--- config.mk ---
export PLATFORM = sky130hd
export DESIGN_NAME = alu_arbiter
export DESIGN_NICKNAME = d
export VERILOG_FILES = /design/src/rtl/alu_arbiter.sv
export SDC_FILE = /design/constraint.sdc
export NUM_CORES = 1
export LEC_CHECK = 0
export CORE_AREA = 2 2 111 113
export CTS_BUF_LIST = sky130_fd_sc_hd__clkbuf_4 sky130_fd_sc_hd__clkbuf_8
export CTS_CLUSTER_DIAMETER = 200
export DETAILED_ROUTE_END_ITERATION = 6
export DIE_AREA = 0 0 113 115
export DONT_BUFFER_PORTS = 1
export PLACE_DENSITY_LB_ADDON = 0.1
export SLEW_MARGIN = 40
export SYNTH_ARGS = -nofsm -noshare
export SYNTH_HDL_FRONTEND = slang
export SYNTH_SLANG_ARGS = --single-unit
--- constraint.sdc ---
create_clock -name clk -period 2.9 [get_ports clk]
set_clock_uncertainty 0.05 [all_clocks]
set_input_delay 0.58 -clock clk [delete_from_list [all_inputs] [get_ports clk]]
set_output_delay 0.58 -clock clk [all_outputs]
set_load 0.02 [all_outputs]
--- src/rtl/alu_arbiter.sv ---
// alu_arbiter
// Two-requester front end for a single shared ALU. One operation is in
// flight at a time: a request is accepted in IDLE, its registered operands
// drive the ALU for one EXEC cycle, and the captured result is offered in
// RESP until the consumer takes it.
//
// Ports:
//   clk, reset                 single clock, synchronous active-high reset
//   reqN_valid / reqN_ready    request handshake for requester N (N = 0, 1)
//   reqN_op, reqN_a, reqN_b    opcode and operands of requester N
//   reqN_psr_we                request may update the flag register
//   alu_arg1, alu_arg2, alu_op drive the shared ALU (zero outside EXEC)
//   alu_result, alu_psr        combinational answer from the shared ALU
//   rsp_valid / rsp_ready      response handshake
//   rsp_id, rsp_result         granted requester and its result
//   psr                        architectural flags {C,L,F,Z,N}
//
// Build option:
//   ALU_ARBITER_FIXED_PRIO_EN  when defined, requester 0 always wins a
//                              contended grant; otherwise round-robin.

module alu_arbiter #(
    parameter int WIDTH   = 32,
    parameter int REGBITS = 5
) (
    input  logic               clk,
    input  logic               reset,
    input  logic               req0_valid,
    input  logic               req1_valid,
    output logic               req0_ready,
    output logic               req1_ready,
    input  logic [2:0]         req0_op,
    input  logic [2:0]         req1_op,
    input  logic [WIDTH-1:0]   req0_a,
    input  logic [WIDTH-1:0]   req0_b,
    input  logic [WIDTH-1:0]   req1_a,
    input  logic [WIDTH-1:0]   req1_b,
    input  logic               req0_psr_we,
    input  logic               req1_psr_we,
    output logic [WIDTH-1:0]   alu_arg1,
    output logic [WIDTH-1:0]   alu_arg2,
    output logic [2:0]         alu_op,
    input  logic [WIDTH-1:0]   alu_result,
    input  logic [REGBITS-1:0] alu_psr,
    output logic               rsp_valid,
    input  logic               rsp_ready,
    output logic               rsp_id,
    output logic [WIDTH-1:0]   rsp_result,
    output logic [REGBITS-1:0] psr
);

    localparam logic [2:0] OP_ADD = 3'b000;
    localparam logic [2:0] OP_SUB = 3'b001;
    localparam logic [2:0] OP_CMP = 3'b111;

    typedef enum logic [1:0] {
        IDLE = 2'd0,
        EXEC = 2'd1,
        RESP = 2'd2
    } state_t;

    state_t             state;
    state_t             state_next;
    logic               grant_id;
    logic               any_valid;
    logic               accept;
    logic               flag_op;
    logic [2:0]         op_r;
    logic [WIDTH-1:0]   a_r;
    logic [WIDTH-1:0]   b_r;
    logic               psr_we_r;
    logic               id_r;
    logic [WIDTH-1:0]   rsp_result_r;
    logic [REGBITS-1:0] psr_r;

`ifndef ALU_ARBITER_FIXED_PRIO_EN
    logic               last_grant;
`endif

    // Pick the winner among the valid requesters. A lone requester always
    // wins; a contended grant goes either to requester 0 (fixed priority
    // build) or to whoever did not win last time.
    always_comb begin
        any_valid = req0_valid | req1_valid;
        if (req0_valid && req1_valid) begin
`ifdef ALU_ARBITER_FIXED_PRIO_EN
            grant_id = 1'b0;
`else
            grant_id = ~last_grant;
`endif
        end else begin
            grant_id = req1_valid;
        end
    end

    // State register. Reset wins over everything, which drops any response
    // that was still in flight.
    always_ff @(posedge clk) begin
        if (reset) begin
            state <= IDLE;
        end else begin
            state <= state_next;
        end
    end

    // Next-state logic: one EXEC cycle per operation, then wait in RESP
    // until the consumer takes the result.
    always_comb begin
        state_next = state;
        case (state)
            IDLE:    if (accept)    state_next = EXEC;
            EXEC:                   state_next = RESP;
            RESP:    if (rsp_ready) state_next = IDLE;
            default:                state_next = IDLE;
        endcase
    end

    // Output logic. Ready and rsp_valid are masked by reset so that nothing
    // is offered or accepted during the reset cycle even though the state
    // register only clears at the edge. The ALU sees the registered
    // operands only during EXEC and zeros otherwise.
    always_comb begin
        req0_ready = (state == IDLE) && !reset && any_valid && !grant_id;
        req1_ready = (state == IDLE) && !reset && grant_id;
        accept     = req0_ready | req1_ready;
        rsp_valid  = (state == RESP) && !reset;
        alu_arg1   = (state == EXEC) ? a_r  : '0;
        alu_arg2   = (state == EXEC) ? b_r  : '0;
        alu_op     = (state == EXEC) ? op_r : 3'b000;
        rsp_id     = id_r;
        rsp_result = rsp_result_r;
        psr        = psr_r;
    end

    assign flag_op = (op_r == OP_ADD) || (op_r == OP_SUB) || (op_r == OP_CMP);

    // Datapath registers. The winning request is latched on accept so the
    // ALU never sees live request inputs; the ALU answer is captured at the
    // end of EXEC, and only flag-producing ops with write enable touch psr.
    always_ff @(posedge clk) begin
        if (reset) begin
            op_r         <= 3'b000;
            a_r          <= '0;
            b_r          <= '0;
            psr_we_r     <= 1'b0;
            id_r         <= 1'b0;
            rsp_result_r <= '0;
            psr_r        <= '0;
        end else begin
            if (accept) begin
                op_r     <= grant_id ? req1_op     : req0_op;
                a_r      <= grant_id ? req1_a      : req0_a;
                b_r      <= grant_id ? req1_b      : req0_b;
                psr_we_r <= grant_id ? req1_psr_we : req0_psr_we;
                id_r     <= grant_id;
            end
            if (state == EXEC) begin
                rsp_result_r <= alu_result;
                if (psr_we_r && flag_op) begin
                    psr_r <= alu_psr;
                end
            end
        end
    end

`ifndef ALU_ARBITER_FIXED_PRIO_EN
    // Round-robin history. Starting at 1 means requester 0 wins the first
    // contended grant after reset.
    always_ff @(posedge clk) begin
        if (reset) begin
            last_grant <= 1'b1;
        end else if (accept) begin
            last_grant <= grant_id;
        end
    end
`endif

endmodule

==> parameters.txt, run 1 <==
Parameter                              Value

Outcome
  Outcome ... finished, violations left
  Failing checks ... DRC

Worst setup path
  Highest fanout seen on the critical path ... 10
  Data arrival at the endpoint of the critical path ... 1.91 ns
  Crit Path Class ... reg2out
  CP max stage delay ... 0.64 ns
  Cell family with the largest share of critical-path delay ... simple AND/OR/NAND/NOR gates
  Critical path startpoint category ... flop
  Combined buffer and inverter count along the critical path ... 0
  Highest-delay cell along the critical path ... sky130_fd_sc_hd__or3_2
  Worst reg-to-reg setup slack ... 0.71 ns
  Worst path required time ... 2.27 ns
  Critical-path cell list ... or3_2, nor3b_4
  Endpoint type of the worst setup path ... output port

Synth
  Yosys warnings ... 0
  #FFs+latches synth ... 109
  Largest family of logic cells by synthesized area ... simple AND/OR/NAND/NOR gates
  Adder and majority cell fraction of the synthesized area ... 0%
  Leading area contributor after synthesis ... sky130_fd_sc_hd__dfxtp_1
  Net count after synthesis ... 739
  Cells taking the most area after synthesis ... sky130_fd_sc_hd__dfxtp_1 (45%), sky130_fd_sc_hd__a221o_1 (12%), sky130_fd_sc_hd__and2_1 (8.7%), sky130_fd_sc_hd__nor3_1 (5.9%), sky130_fd_sc_hd__mux2i_1 (5.6%)
  Post-Syn Instances ... 561
  Post-synthesis instance area ... 4840 µm²
  Area share of and/or/nand/nor cells after synthesis ... 24.1%
  Xor-xnor portion of the synthesized cell area ... 0%
  Mux share of post-synthesis cell area ... 5.59%
  Part of the Yosys area used for sequential elements ... 45.1%
  Top cell type's share of synthesized area ... 45.1%
  Unique cell type count in the Yosys netlist ... 25
  Syn Area/Cell ... 8.62 µm²
  Compound-cell area share of the yosys netlist ... 16.1%

Global routing
  Global-route wire length before repair ... 19.4 mm
  Overflow left after global routing ... 0
  Pin count of the biggest net entering global routing ... 59
  Total GRT Usage ... 19.2%
  Vias in the first global route ... 3,659
  Antenna violations before repair ... 0

Power and ir drop
  Leak Pwr ... 2.13 nW
  IR drop worst, VDD ... 0.383 mV
  Total power density per cell area ... 606 nW/µm²

Final layout
  Net total in the final layout ... 714
  Non-filler cells in the finished layout ... 688
  Final non-filler cell area ... 5110 µm²
  Number of inserted diodes ... 0
  Layout Area Growth over Synthesis ... 5.67%
  Share of final-layout standard cells stronger than drive strength 1 ... 6.84%

Clock tree
  TritonCTS sink count ... 109
  Clock root cell ... sky130_fd_sc_hd__clkbuf_8
  Post-CTS setup repair buffer count ... 0
  Worst-skew pair later-pin latency ... 0.38 ns
  TritonCTS clock tree ... built
  Clk pin slew, worst setup/hold paths ... 0.09 ns
  Number of gates given a new drive strength after cts ... 0
  Clock Path Buffers ... 2
  CTS hold repair buffers ... 0
  Clock buffers created by TritonCTS ... 9
  Maximum level of the CTS H-tree ... 3

Die
  Number of placed I/O pins ... 286
  Width of the die ... 113 µm
  Overall die height ... 115 µm
  Die ar. ... 13,000 µm²
  Starting density of the core ... 40.9%
  Area inside the core boundary ... 11,800 µm²
  Standard-cell row count ... 40

Placed design
  HPWL reported at the end of detailed placement ... 9.36 mm
  Placed cells ... 672
  Setup WS pre-CTS ... 0.551 ns
  Global placer's final weighted congestion ... 0.767
  Instance area after placement ... 4920 µm²
  IO buf count ... 0

Timing
  Total negative slack ... 0 ns
  Fin. Hold Viols ... 0
  Hold_ws ... 0.229 ns
  Final setup violation count ... 0
  Headroom to the max-slew limit ... 47.3%
  Slew at the pin with the worst max-slew slack ... 0.790 ns
  Slack of the critical path ... 0.365 ns
  Final worst-path cycle share ... 87.4%
  Peak Freq ... 394 MHz
  Final min period ... 2.54 ns
  Final max-slew violation count ... 0
  Unrepaired setup endpoints after global routing ... false

Min path
  Path type of the worst min-delay path ... in2reg

Detailed routing
  Number of optimization iterations in the first detailed-route pass ... 7
  Post-detailed-route count of antenna-violating nets ... 0
  Avg WL per Cell ... 19.2 µm
  DRC marker count from the first detailed-route iteration ... 255
  Number of DRC violations after detailed routing ... 19
  Detailed-route wire length ... 13.2 mm
  Vias after detailed routing ... 3,805
  Detailed-route vias per instance ... 5.53

Run
  Count of maximum capacitance violations ... 0
-- power breakdown --
part | total, W | leakage, nW | internal, W | switching (W)
Combinational | 0.000477 | 1.15 | 0.000182 | 0.000294
Sequential | 0.00176 | 0.896 | 0.00164 | 0.000118
Clock | 0.000864 | 0.0847 | 0.000340 | 0.000525
-- cell type report --
| cell class | instances | area (µm²) |
|---|---|---|
| Inverter | 57 | 214 |
| Multi-Input combinational cell | 345 | 2240 |
| Tap cell | 147 | 184 |
| Fill cell | 1183 | 6700 |
| Clock inverter | 6 | 48.8 |
| Clock buffer | 10 | 138 |
| Sequential cell | 109 | 2180 |
| Timing Repair Buffer | 14 | 105 |
-- stage by stage --
stage,util [%],power [W]
global placement,41.7,0.00226
finish,43.3,0.00310
CTS,43.3,0.00314
floorplan,-,0.00217
global route,43.3,0.00326
detailed placement,41.7,0.00227
-- layout by cell type, fill, tap and decap left out, types with 2 or more instances in the layout --
master and instances:
sky130_fd_sc_hd__nand2_1 65, sky130_fd_sc_hd__clkinv_4 3, sky130_fd_sc_hd__a221o_1 58, sky130_fd_sc_hd__buf_4 14, sky130_fd_sc_hd__dfxtp_1 109, sky130_fd_sc_hd__clkbuf_8 10
sky130_fd_sc_hd__nor3_1 57, sky130_fd_sc_hd__nand2b_1 22, sky130_fd_sc_hd__nor2b_1 2, sky130_fd_sc_hd__inv_1 57, sky130_fd_sc_hd__nor2_1 3, sky130_fd_sc_hd__mux2i_1 27
sky130_fd_sc_hd__and2_1 67, sky130_fd_sc_hd__a21oi_1 33, sky130_fd_sc_hd__clkinvlp_4 3
-- cell usage after synthesis, drive strengths merged --
library cell,n
dfxtp,109
and2,67
nand2,65
a221o,58
inv,57
nor3,57
a21oi,34
clkbuf,29
mux2i,27
nand2b,22
buf,21
nor2,3
nor2b,3
nor3b,2
a21bo,1
a21o,1
and3,1
o211a,1
or2,1
or3,1
or3b,1
-- layer usage --
layer | vias up | track usage, % | routed length (µm)
li1 | 1842 | - | -
met2 | 195 | 33.2 | 6570
met5 | - | 0 | 0
met4 | 0 | 7.15 | 267
met3 | 16 | 7.96 | 1290
met1 | 1752 | 21.2 | 5050
-- sequential cells by signal, summed over array words and instances (netlist names) --
name / flops
last_grant: 1
state: 2
rsp_result: 32
a_r: 32
b_r: 32
op_r: 3
psr_we_r: 1
rsp_id: 1
psr: 5
-- path summary, 6_finish.rpt --
| check | to | depth (start not counted) | start |
|---|---|---|---|
| max | req0_ready | 2 | state[1] |
| min | rsp_result[26] | 1 | reset |
| max reg2reg | b_r[14] | 4 | state[1] |
| min reg2reg | a_r[3] | 2 | a_r[3] |
-- logic make-up (layout without fill, tap and decap cells) --
logic type	count (synthesis)	after routing
AND/OR/NAND/NOR	223	223
flip-flops	109	109
buffers and inverters	107	87
AO/OA/AOI/OAI	95	95
multiplexers	27	27
(Power assumes the default switching activity.)
==> run 2: changes to the inputs <==
Settings changed: CORE_AREA 2 2 111 113 to 2 2 110 112, DIE_AREA 0 0 113 115 to 0 0 112 114, GPL_TIMING_DRIVEN set to 0, PLACE_DENSITY_LB_ADDON 0.1 to unset.
==> run 2 against run 1 <==
Effect of this change:
- the run now ends clean
- sequential cell count unchanged
- combinational power is 7.8% higher
- core utilization rose by 1.2 points
- power rose by 1.7%
- first-iteration DRC count down 7.5%
- global-route usage is 1.9 points higher
- register-to-register slack improved by 0.14 ns
- die area decreased by 1.7%
- wire length is 6.1% higher
- highest routed layer unchanged
==> parameters.txt, run 2 (same netlist as run 1, synthesis figures left out) <==
Parameter                              Value

Final layout
  Most frequent cells in the layout ... sky130_fd_sc_hd__dfxtp_1 (109), sky130_fd_sc_hd__and2_1 (67), sky130_fd_sc_hd__nand2_1 (65), sky130_fd_sc_hd__a221o_1 (58)
  Share of final-layout standard cells stronger than drive strength 1 ... 6.59% (-0.25 points)
  Fin util ... 44.4% (+1.2 points)
  Final non-filler cell area ... 5200 µm² (+1.9%)
  Net total in the final layout ... 750 (+5.0%)
  Most frequent standard cell in the layout excluding fill and tap cells ... sky130_fd_sc_hd__dfxtp_1
  Number of inserted diodes ... 0 (unchanged)
  Layout Area Growth over Synthesis ... 7.63%

Timing
  Peak Freq ... 367 MHz (-6.9%)
  Total negative slack ... 0 ns (unchanged)
  Unrepaired setup endpoints after global routing ... false
  Final max-slew violation count ... 0 (unchanged)
  Final min period ... 2.72 ns (+0.187 ns)
  Final worst-path cycle share ... 93.9% (+6.4 points)
  Fin. Hold Viols ... 0 (unchanged)
  Hold_ws ... 0.267 ns (+0.0382 ns)
  Slew at the pin with the worst max-slew slack ... 0.807 ns (+0.0171 ns)
  Final setup violation count ... 0 (unchanged)
  Headroom to the max-slew limit ... 46.1% (-1.1 points)

Global routing
  Antenna violations before repair ... 0 (unchanged)
  Global-route wire length before repair ... 21.2 mm (+9.1%)
  Overflow left after global routing ... 0 (unchanged)
  Pin count of the biggest net entering global routing ... 19 (-68%)
  Total GRT Usage ... 21.1% (+1.9 points)
  Vias in the first global route ... 3,954 (+8.1%)

Placed design
  HPWL reported at the end of detailed placement ... 10.9 mm (+16%)
  Global placer's final weighted congestion ... 0.876 (+14%)
  IO buf count ... 0 (unchanged)
  Instance area after placement ... 5020 µm² (+2.0%)

Clock tree
  Post-CTS setup repair buffer count ... 0 (unchanged)
  Clock buffers created by TritonCTS ... 9 (unchanged)
  Clock root cell ... sky130_fd_sc_hd__clkbuf_8
  Maximum level of the CTS H-tree ... 3 (unchanged)
  TritonCTS clock tree ... built
  Number of gates given a new drive strength after cts ... 0 (unchanged)
  CTS hold repair buffers ... 0 (unchanged)
  Worst-skew pair later-pin latency ... 0.38 ns (about the same)
  Clock Path Buffers ... 2 (unchanged)
  TritonCTS sink count ... 109 (unchanged)
  Clk pin slew, worst setup/hold paths ... 0.11 ns (+0.02 ns)

Die
  Die ar. ... 12,800 µm² (-1.7%)
  Number of placed I/O pins ... 286 (unchanged)
  Width of the die ... 112 µm (-0.88%)
  Area inside the core boundary ... 11,700 µm² (-0.85%)
  Starting density of the core ... 41.3% (+0.35 points)
  Standard-cell row count ... 40 (unchanged)
  Overall die height ... 114 µm (-0.87%)

Detailed routing
  Number of DRC violations after detailed routing ... 0 (-19)
  Number of optimization iterations in the first detailed-route pass ... 6 (-1)
  Post-detailed-route count of antenna-violating nets ... 0 (unchanged)
  DRC marker count from the first detailed-route iteration ... 236 (-7.5%)
  Detailed-route wire length ... 14.0 mm (+6.1%)
  Vias after detailed routing ... 4,065 (+6.8%)
  Avg WL per Cell ... 19.3 µm (+0.86%)
  Detailed-route vias per instance ... 5.61 (+1.5%)

Worst setup path
  Critical-path cell list ... or3_1, buf_2, buf_2, buf_2, nor2_1
  Data arrival at the endpoint of the critical path ... 2.09 ns (+0.18 ns)
  Crit Path Class ... reg2out
  Highest fanout seen on the critical path ... 10 (unchanged)
  Highest-delay cell along the critical path ... sky130_fd_sc_hd__nor2_1
  Worst path required time ... 2.27 ns (about the same)
  Critical path startpoint category ... flop
  Crit-path most repeated cell ... sky130_fd_sc_hd__buf_2
  CP max stage delay ... 0.41 ns (-0.23 ns)
  Endpoint type of the worst setup path ... output port

Run
  Count of maximum capacitance violations ... 0 (unchanged)

Min path
  Path type of the worst min-delay path ... in2reg

Outcome
  Outcome ... finished, final reports clean

Power and ir drop
  Leak Pwr ... 2.17 nW (+1.9%)
  IR drop worst, VDD ... 0.239 mV (-38%)
  Total power density per cell area ... 605 nW/µm² (-0.17%)
run 2: cell types whose count changed in the layout (fill, tap and decap cells not counted), moves of 2 or more:
cell,change
sky130_fd_sc_hd__clkinv_4,-2
sky130_fd_sc_hd__buf_6,+2
sky130_fd_sc_hd__buf_1,+3
sky130_fd_sc_hd__clkbuf_1,+29
sky130_fd_sc_hd__buf_2,+14
sky130_fd_sc_hd__buf_4,-12
run 2: layout make-up:
cell class                      count  area [µm²]
Inverter                           57         214
Clock buffer                       10         138
Multi-Input combinational cell    345        2210
Tap cell                          147         184
Fill cell                        1179        6510
Sequential cell                   109        2180
Buffer                             50         228
Clock inverter                      6        47.5
run 2: where the power goes:
part / total, W / internal (W) / switching [W]
Combinational: 0.000514 / 0.000191 / 0.000322
Sequential: 0.00176 / 0.00164 / 0.000118
Clock: 0.000880 / 0.000340 / 0.000540
run 2: worst max-delay path: cells and delay by family (launching register included):
family | cells | cell delay (ns)
simple gates | 2 | 0.77
buf+inv | 3 | 0.58
flops | 1 | 0.35
run 2: path summary, 6_finish.rpt:
check                               startpoint        endpoint  slack [ns]  cells past startpoint
worst max-delay path                  state[1]      req1_ready        0.18                      5
worst min register to register         a_r[10]         a_r[10]        0.43                      2
worst max register to register      last_grant         a_r[10]        0.85                      6
worst min-delay path            alu_result[19]  rsp_result[19]        0.27                      2
run 2: metal layers:
metal | GRT usage [%] | wire length [µm] | vias up
met5 | 0 | 0 | -
met4 | 10.4 | 430 | 0
met2 | 35.2 | 6720 | 215
met1 | 24.6 | 5590 | 1897
met3 | 6.59 | 1260 | 32
li1 | - | - | 1921
run 2: metrics by stage:
step / setup WS, ns / power (W) / cells
floorplan: 0.588 / 0.00217 / 561
global placement: 0.272 / 0.00229 / 708
detailed placement: 0.249 / 0.00231 / 708
CTS: 0.112 / 0.00318 / 724
global route: 0.0104 / 0.00331 / 724
finish: 0.178 / 0.00315 / 724
==> run 3: changes to the inputs <==
Settings changed: PLACE_DENSITY_LB_ADDON set to 0.15.
==> run 3 against run 2 <==
Effect of this change:
- clock power is 20% higher
- largest cell class unchanged
- largest power group unchanged
- highest routed layer unchanged
- register-to-register slack improved by 0.13 ns
- non-clock buffer count did not move
- hold slack worse by 0.0072 ns
- setup slack improved by 0.058 ns
- critical endpoint unchanged
- design area up 0.87%
- first-iteration DRC count decreased by 17%
- via count decreased by 1.5%
- critical path depth unchanged
- sequential cell count is the same
- die area unchanged
==> parameters.txt, run 3 (same netlist as run 1, synthesis figures left out) <==
Parameter                              Value

Die
  Standard-cell row count ... 40 (unchanged)
  Overall die height ... 114 µm (unchanged)
  Width of the die ... 112 µm (unchanged)
  Starting density of the core ... 41.3% (unchanged)
  Die ar. ... 12,800 µm² (unchanged)
  Area inside the core boundary ... 11,700 µm² (unchanged)
  Number of placed I/O pins ... 286 (unchanged)

Detailed routing
  Detailed-route vias per instance ... 5.53 (-1.5%)
  Number of optimization iterations in the first detailed-route pass ... 4 (-2)
  Post-detailed-route count of antenna-violating nets ... 0 (unchanged)
  Detailed-route wire length ... 13.9 mm (-0.56%)
  DRC marker count from the first detailed-route iteration ... 196 (-17%)
  Avg WL per Cell ... 19.2 µm (-0.56%)
  Vias after detailed routing ... 4,006 (-1.5%)
  Number of DRC violations after detailed routing ... 0 (unchanged)

Worst setup path
  Highest fanout seen on the critical path ... 10 (unchanged)
  Worst path required time ... 2.27 ns (about the same)
  Data arrival at the endpoint of the critical path ... 2.03 ns (-0.06 ns)
  Crit Path Class ... reg2out
  Endpoint type of the worst setup path ... output port
  Critical path startpoint category ... flop

Timing
  Final min period ... 2.66 ns (-0.0583 ns)
  Peak Freq ... 375 MHz (+2.2%)
  Fin. Hold Viols ... 0 (unchanged)
  Unrepaired setup endpoints after global routing ... false
  Slew at the pin with the worst max-slew slack ... 0.824 ns (+0.0175 ns)
  Final max-slew violation count ... 0 (unchanged)
  Headroom to the max-slew limit ... 44.9% (-1.2 points)
  Total negative slack ... 0 ns (unchanged)
  Final setup violation count ... 0 (unchanged)
  Final worst-path cycle share ... 91.9% (-2.0 points)

Global routing
  Overflow left after global routing ... 0 (unchanged)
  Pin count of the biggest net entering global routing ... 18 (-1)
  Global-route wire length before repair ... 21.3 mm (+0.52%)
  Total GRT Usage ... 21.3% (+0.20 points)
  Antenna violations before repair ... 0 (unchanged)
  Vias in the first global route ... 4,123 (+4.3%)

Clock tree
  Worst-skew pair later-pin latency ... 0.39 ns (about the same)
  TritonCTS sink count ... 109 (unchanged)
  Clock buffers created by TritonCTS ... 9 (unchanged)
  Clk pin slew, worst setup/hold paths ... 0.10 ns (about the same)
  Post-CTS setup repair buffer count ... 0 (unchanged)
  Clock root cell ... sky130_fd_sc_hd__clkbuf_8
  Clock Path Buffers ... 2 (unchanged)
  TritonCTS clock tree ... built
  Maximum level of the CTS H-tree ... 3 (unchanged)

Power and ir drop
  Leak Pwr ... 2.21 nW (+1.7%)
  Fraction of power spent switching nets ... 29.3% (-1.8 points)
  Net switching component of the power ... 0.000974 W (-0.64%)
  Combinational power share ... 15.5% (-0.8 points)
  Reg power frac ... 52.7% (-3.0 points)
  P_int ... 0.00235 W (+8.4%)
  Share of total power in the clock network ... 31.8% (+3.9 points)
  IR drop worst, VDD ... 0.275 mV (+15%)
  Total power density per cell area ... 634 nW/µm² (+4.7%)

Final layout
  Layout Area Growth over Synthesis ... 8.56%
  Most frequent standard cell in the layout excluding fill and tap cells ... sky130_fd_sc_hd__dfxtp_1
  Fin util ... 44.8% (+0.38 points)
  Number of inserted diodes ... 0 (unchanged)
  Most frequent cells in the layout ... sky130_fd_sc_hd__dfxtp_1 (109), sky130_fd_sc_hd__and2_1 (67), sky130_fd_sc_hd__nand2_1 (65), sky130_fd_sc_hd__a221o_1 (58)
  Final non-filler cell area ... 5250 µm² (+0.87%)
  Net total in the final layout ... 750 (unchanged)
  Fillers ... 1,189 (+0.85%)
  Share of final-layout standard cells stronger than drive strength 1 ... 6.76% (+0.17 points)

Run
  Count of maximum capacitance violations ... 0 (unchanged)

Min path
  Path type of the worst min-delay path ... in2reg

Placed design
  HPWL reported at the end of detailed placement ... 10.7 mm (-1.6%)
  Instance area after placement ... 5020 µm² (unchanged)
  IO buf count ... 0 (unchanged)
  Global placer's final weighted congestion ... 0.782 (-11%)

Outcome
  Outcome ... finished, final reports clean
==> run 3: worst paths after layout <==
| check | start | end | slack (ns) | depth (start not counted) |
|---|---|---|---|---|
| setup reg to reg | state[1] | b_r[25] | 0.98 | 5 |
| hold / removal | alu_result[29] | rsp_result[29] | 0.26 | 2 |
| hold reg to reg | a_r[11] | a_r[11] | 0.43 | 2 |
| setup / recovery | state[1] | req1_ready | 0.24 | 5 |
==> run 3: cell type report <==
| class | instances | area, µm² | area share (%) |
|---|---|---|---|
| clock inverter | 5 | 82.6 | 1.57 |
| sequential | 109 | 2180 | 41.6 |
| buffer | 50 | 228 | 4.34 |
| inverter | 57 | 214 | 4.08 |
| multi-input combinational | 345 | 2210 | 42.2 |
| clock buffer | 11 | 145 | 2.76 |
| tap | 147 | 184 | 3.50 |
==> run 3: power groups by stage <==
stage          Sequential (W)  Clock, W  Combinational [W]
6_report              0.00175   0.00106           0.000514
5_1_grt               0.00177   0.00114           0.000572
4_1_cts               0.00175   0.00109           0.000522
3_5_place_dp          0.00179         0           0.000521
3_3_place_gp          0.00178         0           0.000508
2_1_floorplan         0.00176         0           0.000410
==> run 3: per-stage QoR <==
step                      total power, W  hold slack [ns]  worst slack, ns  cells
final                            0.00333            0.260            0.236    724
after CTS                        0.00337            0.242           0.0615    724
after global placement           0.00229            0.405            0.359    708
after detailed placement         0.00231            0.409            0.343    708
after global routing             0.00348            0.247           0.0392    724
after floorplan                  0.00217            0.394            0.588    561
==> run 3: timing repair <==
action / CTS / global route
hold buffers: 0 / 0
endpoints found under the setup margin: 0 / 1
gates resized for setup: 0 / 1
==> run 3: worst max-delay path, stage by stage, from the launching register on <==
cell,delay (ns)
sky130_fd_sc_hd__dfxtp_1,0.37
sky130_fd_sc_hd__or3_1,0.37
sky130_fd_sc_hd__buf_2,0.17
sky130_fd_sc_hd__buf_2,0.19
sky130_fd_sc_hd__buf_2,0.22
sky130_fd_sc_hd__nor2_2,0.32
==> run 3: metal layers <==
layer / share of wire, % / track usage [%]
met5: 0 / 0
met4: 3.2 / 10.4
met3: 8.0 / 6.06
met2: 47 / 35.5
met1: 41 / 25.3
